### src/rtl/mem_access_pkg.sv
// Shared definitions for the mem_access stage: FSM state encoding and
// byte-enable patterns used to classify and replicate store data.
package mem_access_pkg;

    typedef enum logic [0:0] {
        ST_IDLE = 1'b0,
        ST_BUSY = 1'b1
    } state_t;

    localparam logic [3:0] BE_B0      = 4'b0001;
    localparam logic [3:0] BE_B1      = 4'b0010;
    localparam logic [3:0] BE_B2      = 4'b0100;
    localparam logic [3:0] BE_B3      = 4'b1000;
    localparam logic [3:0] BE_LO_HALF = 4'b0011;
    localparam logic [3:0] BE_HI_HALF = 4'b1100;
    localparam logic [3:0] BE_ALL     = 4'b1111;

endpackage

### src/rtl/mem_access.sv
// Memory-access pipeline stage: issues one data-memory request per load/store,
// stalls upstream until ack or timeout, and owns the mem/wb pipeline register.
module mem_access
    import mem_access_pkg::*;
#(
    parameter int ADDR_WIDTH = 5,
    parameter int DATA_WIDTH = 32,
    parameter int TIMEOUT    = 255
) (
    input  logic                  clk,
    input  logic                  rst_n,
    input  logic [DATA_WIDTH-1:0] alu_data_mem,
    input  logic                  reg_d_we_mem,
    input  logic [ADDR_WIDTH-1:0] reg_d_addr_mem,
    input  logic                  reg_d_data_sel_mem,
    input  logic [DATA_WIDTH-1:0] reg_t_data_mem,
    input  logic [3:0]            mem_we_mem,
    output logic                  stall,
    output logic                  dmem_req,
    output logic                  dmem_we,
    output logic [3:0]            dmem_be,
    output logic [DATA_WIDTH-1:0] dmem_addr,
    output logic [DATA_WIDTH-1:0] dmem_wdata,
    input  logic                  dmem_ack,
    input  logic [DATA_WIDTH-1:0] dmem_rdata,
    output logic                  reg_d_we_wb,
    output logic [ADDR_WIDTH-1:0] reg_d_addr_wb,
    output logic [DATA_WIDTH-1:0] reg_d_data_wb,
    output logic                  bus_err
);

    localparam int CNT_W = $clog2(TIMEOUT + 1);
    // The counter holds (BUSY cycles elapsed - 1), so the limit is TIMEOUT-1.
    localparam logic [CNT_W-1:0] CNT_LAST = CNT_W'(TIMEOUT - 1);

    state_t                  state;
    logic [CNT_W-1:0]        busy_cnt;
    logic                    store;
    logic                    load;
    logic                    access;
    logic                    at_limit;

    logic                    cap_we;
    logic [ADDR_WIDTH-1:0]   cap_addr;
    logic [DATA_WIDTH-1:0]   cap_alu;
    logic                    cap_load;

    function automatic logic [31:0] replicate_wdata(input logic [3:0] be,
                                                     input logic [31:0] t);
        case (be)
            BE_B0, BE_B1, BE_B2, BE_B3: return {4{t[7:0]}};
            BE_LO_HALF, BE_HI_HALF:     return {2{t[15:0]}};
            default:                    return t;
        endcase
    endfunction

    assign store    = |mem_we_mem;
    assign load     = reg_d_data_sel_mem & ~store;
    assign access   = store | load;
    assign at_limit = (busy_cnt == CNT_LAST);

    // Stall drops in the completing BUSY cycle (ack or timeout) so upstream advances on that edge.
    assign stall = (state == ST_IDLE) ? access : ~(dmem_ack | at_limit);

    always_ff @(posedge clk) begin
        if (state == ST_IDLE && access) begin
            cap_we   <= reg_d_we_mem;
            cap_addr <= reg_d_addr_mem;
            cap_alu  <= alu_data_mem;
            cap_load <= load;
        end
    end

    always_ff @(posedge clk or negedge rst_n) begin
        if (!rst_n) begin
            state         <= ST_IDLE;
            busy_cnt      <= '0;
            dmem_req      <= 1'b0;
            dmem_we       <= 1'b0;
            dmem_be       <= '0;
            dmem_addr     <= '0;
            dmem_wdata    <= '0;
            reg_d_we_wb   <= 1'b0;
            reg_d_addr_wb <= '0;
            reg_d_data_wb <= '0;
            bus_err       <= 1'b0;
        end else begin
            case (state)
                ST_IDLE: begin
                    if (access) begin
                        dmem_req    <= 1'b1;
                        dmem_we     <= store;
                        dmem_be     <= store ? mem_we_mem : BE_ALL;
                        dmem_addr   <= {alu_data_mem[DATA_WIDTH-1:2], 2'b00};
                        dmem_wdata  <= replicate_wdata(store ? mem_we_mem : BE_ALL,
                                                       reg_t_data_mem);
                        busy_cnt    <= '0;
                        reg_d_we_wb <= 1'b0;
                        state       <= ST_BUSY;
                    end else begin
                        reg_d_we_wb   <= reg_d_we_mem;
                        reg_d_addr_wb <= reg_d_addr_mem;
                        reg_d_data_wb <= alu_data_mem;
                    end
                end
                ST_BUSY: begin
                    if (dmem_ack) begin
                        dmem_req      <= 1'b0;
                        reg_d_we_wb   <= cap_we;
                        reg_d_addr_wb <= cap_addr;
                        reg_d_data_wb <= cap_load ? dmem_rdata : cap_alu;
                        state         <= ST_IDLE;
                    end else if (at_limit) begin
                        dmem_req    <= 1'b0;
                        bus_err     <= 1'b1;
                        reg_d_we_wb <= 1'b0;
                        state       <= ST_IDLE;
                    end else begin
                        busy_cnt    <= busy_cnt + CNT_W'(1);
                        reg_d_we_wb <= 1'b0;
                    end
                end
                default: state <= ST_IDLE;
            endcase
        end
    end

endmodule

### config.mk
export PLATFORM = sky130hd
export DESIGN_NAME = mem_access
export DESIGN_NICKNAME = d
export VERILOG_FILES = /design/src/rtl/mem_access_pkg.sv /design/src/rtl/mem_access.sv
export SDC_FILE = /design/constraint.sdc
export NUM_CORES = 1
export LEC_CHECK = 0
export CORE_UTILIZATION = 25
export CTS_BUF_LIST = sky130_fd_sc_hd__clkbuf_8
export DETAILED_ROUTE_END_ITERATION = 10
export HOLD_SLACK_MARGIN = 0.15
export PLACE_DENSITY = 0.55
export SLEW_MARGIN = 20
export SYNTH_ARGS = -nofsm -noshare
export SYNTH_HDL_FRONTEND = slang
export SYNTH_SLANG_ARGS = --single-unit
### constraint.sdc
create_clock -name clk -period 7.15 [get_ports clk]
set_clock_uncertainty 0.15 [all_clocks]
set_input_delay 1.0725 -clock clk [delete_from_list [all_inputs] [get_ports clk]]
set_output_delay 1.0725 -clock clk [all_outputs]
set_load 0.02 [all_outputs]
# ---- Yosys cells after proc, flatten, opt, wreduce, memory -nomap -nowiden
# Index checks and enable logic that the tools add are counted.
dict set report word_totals {
  regBits 155
  latchBits 0
  mem_bits_rw 0
  romBits 0
  in_bits 110
  output_inout_bits 110
  memories 0
}
dict set report classes {
  addsub 1
  multipliers 0
  n_div 0
  order_cmp 0
  n_eq_ne 13
  shifts 0
  n_mux 25
  bitwise_logic 7
  reduce_logical 9
}
# op n
set ops {}
lappend ops {{$pmux 32 s2} 2}
lappend ops {{$mux 32} 3}
lappend ops {{$mux 8} 3}
lappend ops {{$pmux 8 s2} 1}
lappend ops {{$mux 5} 2}
lappend ops {{$ne 2x2->1 const B} 5}
lappend ops {{$pmux 5 s2} 1}
lappend ops {{$mux 1} 9}
lappend ops {{$add 8x1->8 const B} 1}
lappend ops {{$eq 4x2->1 const B} 2}
lappend ops {{$eq 4x4->1 const B} 2}
lappend ops {{$eq 8x8->1 const B} 1}
lappend ops {{$reduce_or 4->1} 2}
lappend ops {{$pmux 1 s2} 3}
lappend ops {{$reduce_and 2->1} 3}
lappend ops {{$reduce_and 3->1} 2}
lappend ops {{$eq 4x1->1 const B} 1}
lappend ops {{$eq 4x3->1 const B} 1}
lappend ops {{$mux 4} 1}
lappend ops {{$not 1->1} 4}
lappend ops {{$ne 3x2->1 const B} 1}
lappend ops {{$or 1x1->1} 2}
lappend ops {{$reduce_or 2->1} 1}
lappend ops {{$and 1x1->1} 1}
lappend ops {{$logic_and 1x1->1} 1}

# ---- Logic depth before layout (Yosys ltp)
dict set report logic_depth {
  word_depth 6
  depth_mapped 10
  mapped_depth_nobuf 6
}

# ---- Worst setup path before layout
# OpenSTA, ideal clock, no wires.
dict set report synth_timing {
  path_kind {input -> register}
  from {input mem_we_mem[1]}
  to {register cap_addr[0] (enable)}
  setup_ns 0.419
  arrival_ns 3.156
  slack_ns 3.425
  stages 7
  n_path_buf 4
  cell_sequence {clkbuf_1 > or4_4 > o21ai_2 > buf_4 > inv_2 > buf_6 > clkbuf_1}
}
dict set report synth_between {
  elab_chain_len 5
}
# element line
set synth_lines {}
lappend synth_lines {{start, declared} mem_access.sv:17} ;# input logic [3:0] mem_we_mem,
lappend synth_lines {{$reduce_or 4->1 *} mem_access.sv:57} ;# assign store = |mem_we_mem;
lappend synth_lines {{$not 1->1} mem_access.sv:58} ;# assign load = reg_d_data_sel_mem & ~store;
lappend synth_lines {{$and 1x1->1} mem_access.sv:58}
lappend synth_lines {{$or 1x1->1 *} mem_access.sv:59} ;# assign access = store | load;
lappend synth_lines {{$logic_and 1x1->1 *} mem_access.sv:66} ;# if (state == ST_IDLE && access) begin
lappend synth_lines {{end signal, assigned} mem_access.sv:68} ;# cap_addr <= reg_d_addr_mem;
lappend synth_lines {{end, declared} mem_access.sv:44} ;# logic [ADDR_WIDTH-1:0] cap_addr;
# Mark *: on every way between the ends. The rest lies on a longest branch, timed or not.
# A chain may end at the register's enable or synchronous reset.

# ---- Worst setup path in the final report
dict set report layout_timing {
  from {input mem_we_mem[0]}
  to {output stall}
}
dict set report layout_between {
  elab_chain_len 5
}
# element line
set layout_lines {}
lappend layout_lines {{$reduce_or 4->1 *} mem_access.sv:57}
lappend layout_lines {{$not 1->1} mem_access.sv:58}
lappend layout_lines {{$and 1x1->1} mem_access.sv:58}
lappend layout_lines {{$or 1x1->1 *} mem_access.sv:59}
lappend layout_lines {{$mux 1 *} mem_access.sv:63} ;# assign stall = (state == ST_IDLE) ? access : ~(dmem_ack | at_limit);
lappend layout_lines {{end, declared} mem_access.sv:18} ;# output logic stall,
# Marked as above.

==> out/qor.csv <==
metric,value,unit
post-cts sizing count,0,
Compound-Gate Fraction of Synth Area,0.1358,
GRT Overall Usage,0.1473,
FF/Latch Area,4074,µm²
Final nets,953,
Detailed Routing Iterations Pass 1,4,
share of layout cells above drive strength 1,0.05504,
CP top delay family,buffers and inverters,
Slew HR,0.3111,
WHS,0.3138,ns
critical-path cell list,"clkdlybuf4s50_1, or4_4, o21ai_4, nand2_1, clkdlybuf4s50_1",
Syn-to-layout area delta,44.26,%
total power,4.214,mW
number of global-route vias before repair,5245,
Non-Filler Instances,1189,
CTS H-Tree Depth,4,
reg-to-reg startpoint,state,
DR WL/cell,16.59,µm
Setup Viol. Count Final,0,
CTS tree,done,
Post-synth EDFFs,39,
"slowest stage delay, CP",0.59,ns
Max clock buf depth,2,
Worst R2R Setup Slack,3.75,ns
HPWL Detailed,12.64,mm
Crit path required time,5.93,ns
Hold Buf Count CTS,0,
worst-margin pin slew,1.029,ns
setup_tns,0,ns
Worst Hold End,bus_err,
Yosys reg bits,155,
status,"finished, final reports clean",
drt drc,0,
"Avg Cell Area, Syn",10.28,µm²
placed cells,1157,
first-pass GRT wire length,30.18,mm
"Buf+Inv Stages, Crit Path",2,
Synth Area in Simple Gates,0.1359,
CP Class,in -> out,
Crit. End Element,output port,
post-DR vias/cell,4.533,
Sinks on Clock Net,155,
final slew viol count,0,
RSZ-0062 raised after global routing,false,
final worst slack,2.579,ns
CP Max Fanout,16,
Hold Crit Depth,1,
CTS root buf,clkbuf_8,
Synth Area in Adders,0.003797,
Placer Congestion,0.6974,
Startpoint Class,input pin,
PwrDens,443.2,nW/µm²
Critical Path Stages,5,
post-CTS setup buffers,0,
crit path DAT,3.35,ns
Setup Slack @ Placement,2.548,ns
number of port buffers,217,
Fin. Hold Viols,0,
clock slew seen by the registers of the worst setup and hold paths,0.09,ns
reg2reg path depth,7,
die footprint,27010,µm²
synth top area cells,"dfrtp_1 44%, edfxtp_1 18%, nand2_1 8.4%",
area of the multi-input gates,2335,µm²
RR Endpoint,reg_d_data_wb[24],
DRT Wirelength,19.72,mm
placeable core area,25980,µm²
async set-reset flop share out of synthesis,0.7484,
Synth Instances,641,
top_reg_cell synth,dfrtp_1,
# fillers,2629,
Die H,164.4,µm
MaxCap Viol Count,0,
worst min-delay path class,reg -> reg,
FP Rows,59,
initial antenna violation count,0,
Synth Area in XOR/XNOR,0.002658,
final core occ,0.3659,
worst skew pair latency,0.44,ns
ANT nets after route,0,
dpl cell area,9086,µm²
f_max,0.2188,GHz
Pleak,3.998,nW
"Slowest-stage cell, CP",clkdlybuf4s50_1,
"Distinct cells, synth",37,
sequential area share after synthesis,0.6182,
Yosys Warn Count,0,
most used cell along the critical path,clkdlybuf4s50_1,
TritonCTS Buffers,17,
Final Instance Area,9507,µm²
Top Ports,220,
ANT cells,0,
largest net degree at the start of global routing,103,
Starting DRT DRC Count,463,
cell area after synthesis,6590,µm²
die span in x,164.4,µm
Hold Path Origin,bus_err,
mux cell area share after synthesis,0.06987,
Tmin final,4.571,ns
largest family of logic cells by synthesized area,simple AND/OR/NAND/NOR gates,
GR Overflow Total,0,
via count,5390,
final worst-path cycle share,0.6393,
Synth area leader,dfrtp_1,
worst vdd ir,0.1873,mV
Yosys top cell area share,0.4405,
initial core utilization,0.2536,
==> cells in the mapped netlist (2+ instances only) <==
master,number
and3_1,2
o22a_1,4
buf_6,2
o211ai_1,5
nand2_1,147
buf_4,3
nor4b_1,2
clkbuf_1,35
nand3_1,8
buf_1,5
dfrtp_1,116
mux2i_1,46
nor2_1,54
edfxtp_1,39
o21ai_1,2
ha_1,2
or4_1,4
a21oi_1,50
a221oi_1,8
inv_1,4
a21o_1,3
o21ai_0,85
==> registers in the layout, indices dropped and copies added, names as in the netlist <==
signal and cells:
cap_alu 32, dmem_wdata 32, reg_d_data_wb 32, dmem_addr 30, busy_cnt 8, cap_addr 5, reg_d_addr_wb 5, dmem_be 4
bus_err 1, cap_load 1, cap_we 1, dmem_req 1, dmem_we 1, reg_d_we_wb 1, state 1
==> power by group <==
group          switching (mW)  total [mW]  internal [mW]
combinational            1.16        2.00          0.841
sequential              0.188        1.49           1.30
clock                   0.362       0.719          0.357
total                    1.71        4.21           2.50
==> cell usage in the layout, fill, tap and decap left out, types with 4 or more instances in the layout <==
cell             synthesis  routed
o21ai_0                 85      84
clkinv_4                 0       4
o22a_1                   4       4
clkbuf_8                 0      18
a221oi_1                 8       8
mux2i_1                 46      46
nor2_1                  54      54
nand3_1                  8       8
inv_1                    4       4
buf_4                    3       9
o211ai_1                 5       5
dfrtp_1                116     116
clkdlybuf4s50_1          0     216
a21oi_1                 50      50
nand2_1                147     147
edfxtp_1                39      39
or4_1                    4       4
==> routing by layer <==
| layer | up-vias | global-route usage | part of all wire |
|---|---|---|---|
| met2 | 181 | 0.2338 | 0.47 |
| met3 | 13 | 0.04621 | 0.082 |
| met1 | 2577 | 0.1923 | 0.44 |
| li1 | 2619 | - | - |
| met4 | 0 | 0.03998 | 0.0070 |
| met5 | - | 0 | 0 |
==> final cells by class <==
type	count	area share
Multi-Input combinational cell	436	0.2456
Clock buffer	18	0.02606
Sequential cell	155	0.4285
Timing Repair Buffer	226	0.2357
Tap cell	335	0.04409
Clock inverter	14	0.01777
Inverter	5	0.002237
==> cells by family after synthesis <==
| group | after synthesis |
|---|---|
| buffers and inverters | 51 |
| DFF | 155 |
| and+or+nand+nor | 222 |
| xor gates and xnor gates | 2 |
| muxes | 46 |
| other | 1 |
| adders and majority gates | 2 |
| AOI/OAI and AO/OA | 162 |
==> worst max-delay path by stage <==
| stage | from | to | slack [ns] |
|---|---|---|---|
| 2_1_floorplan | mem_we_mem[1] | cap_addr[0] | 3.43 |
| 3_3_place_gp | mem_we_mem[0] | stall | 2.56 |
| 3_5_place_dp | mem_we_mem[0] | stall | 2.55 |
| 4_1_cts | mem_we_mem[0] | stall | 2.54 |
| 5_1_grt | mem_we_mem[0] | stall | 2.43 |
| 6_report | mem_we_mem[0] | stall | 2.58 |
(Power assumes the default switching activity.)
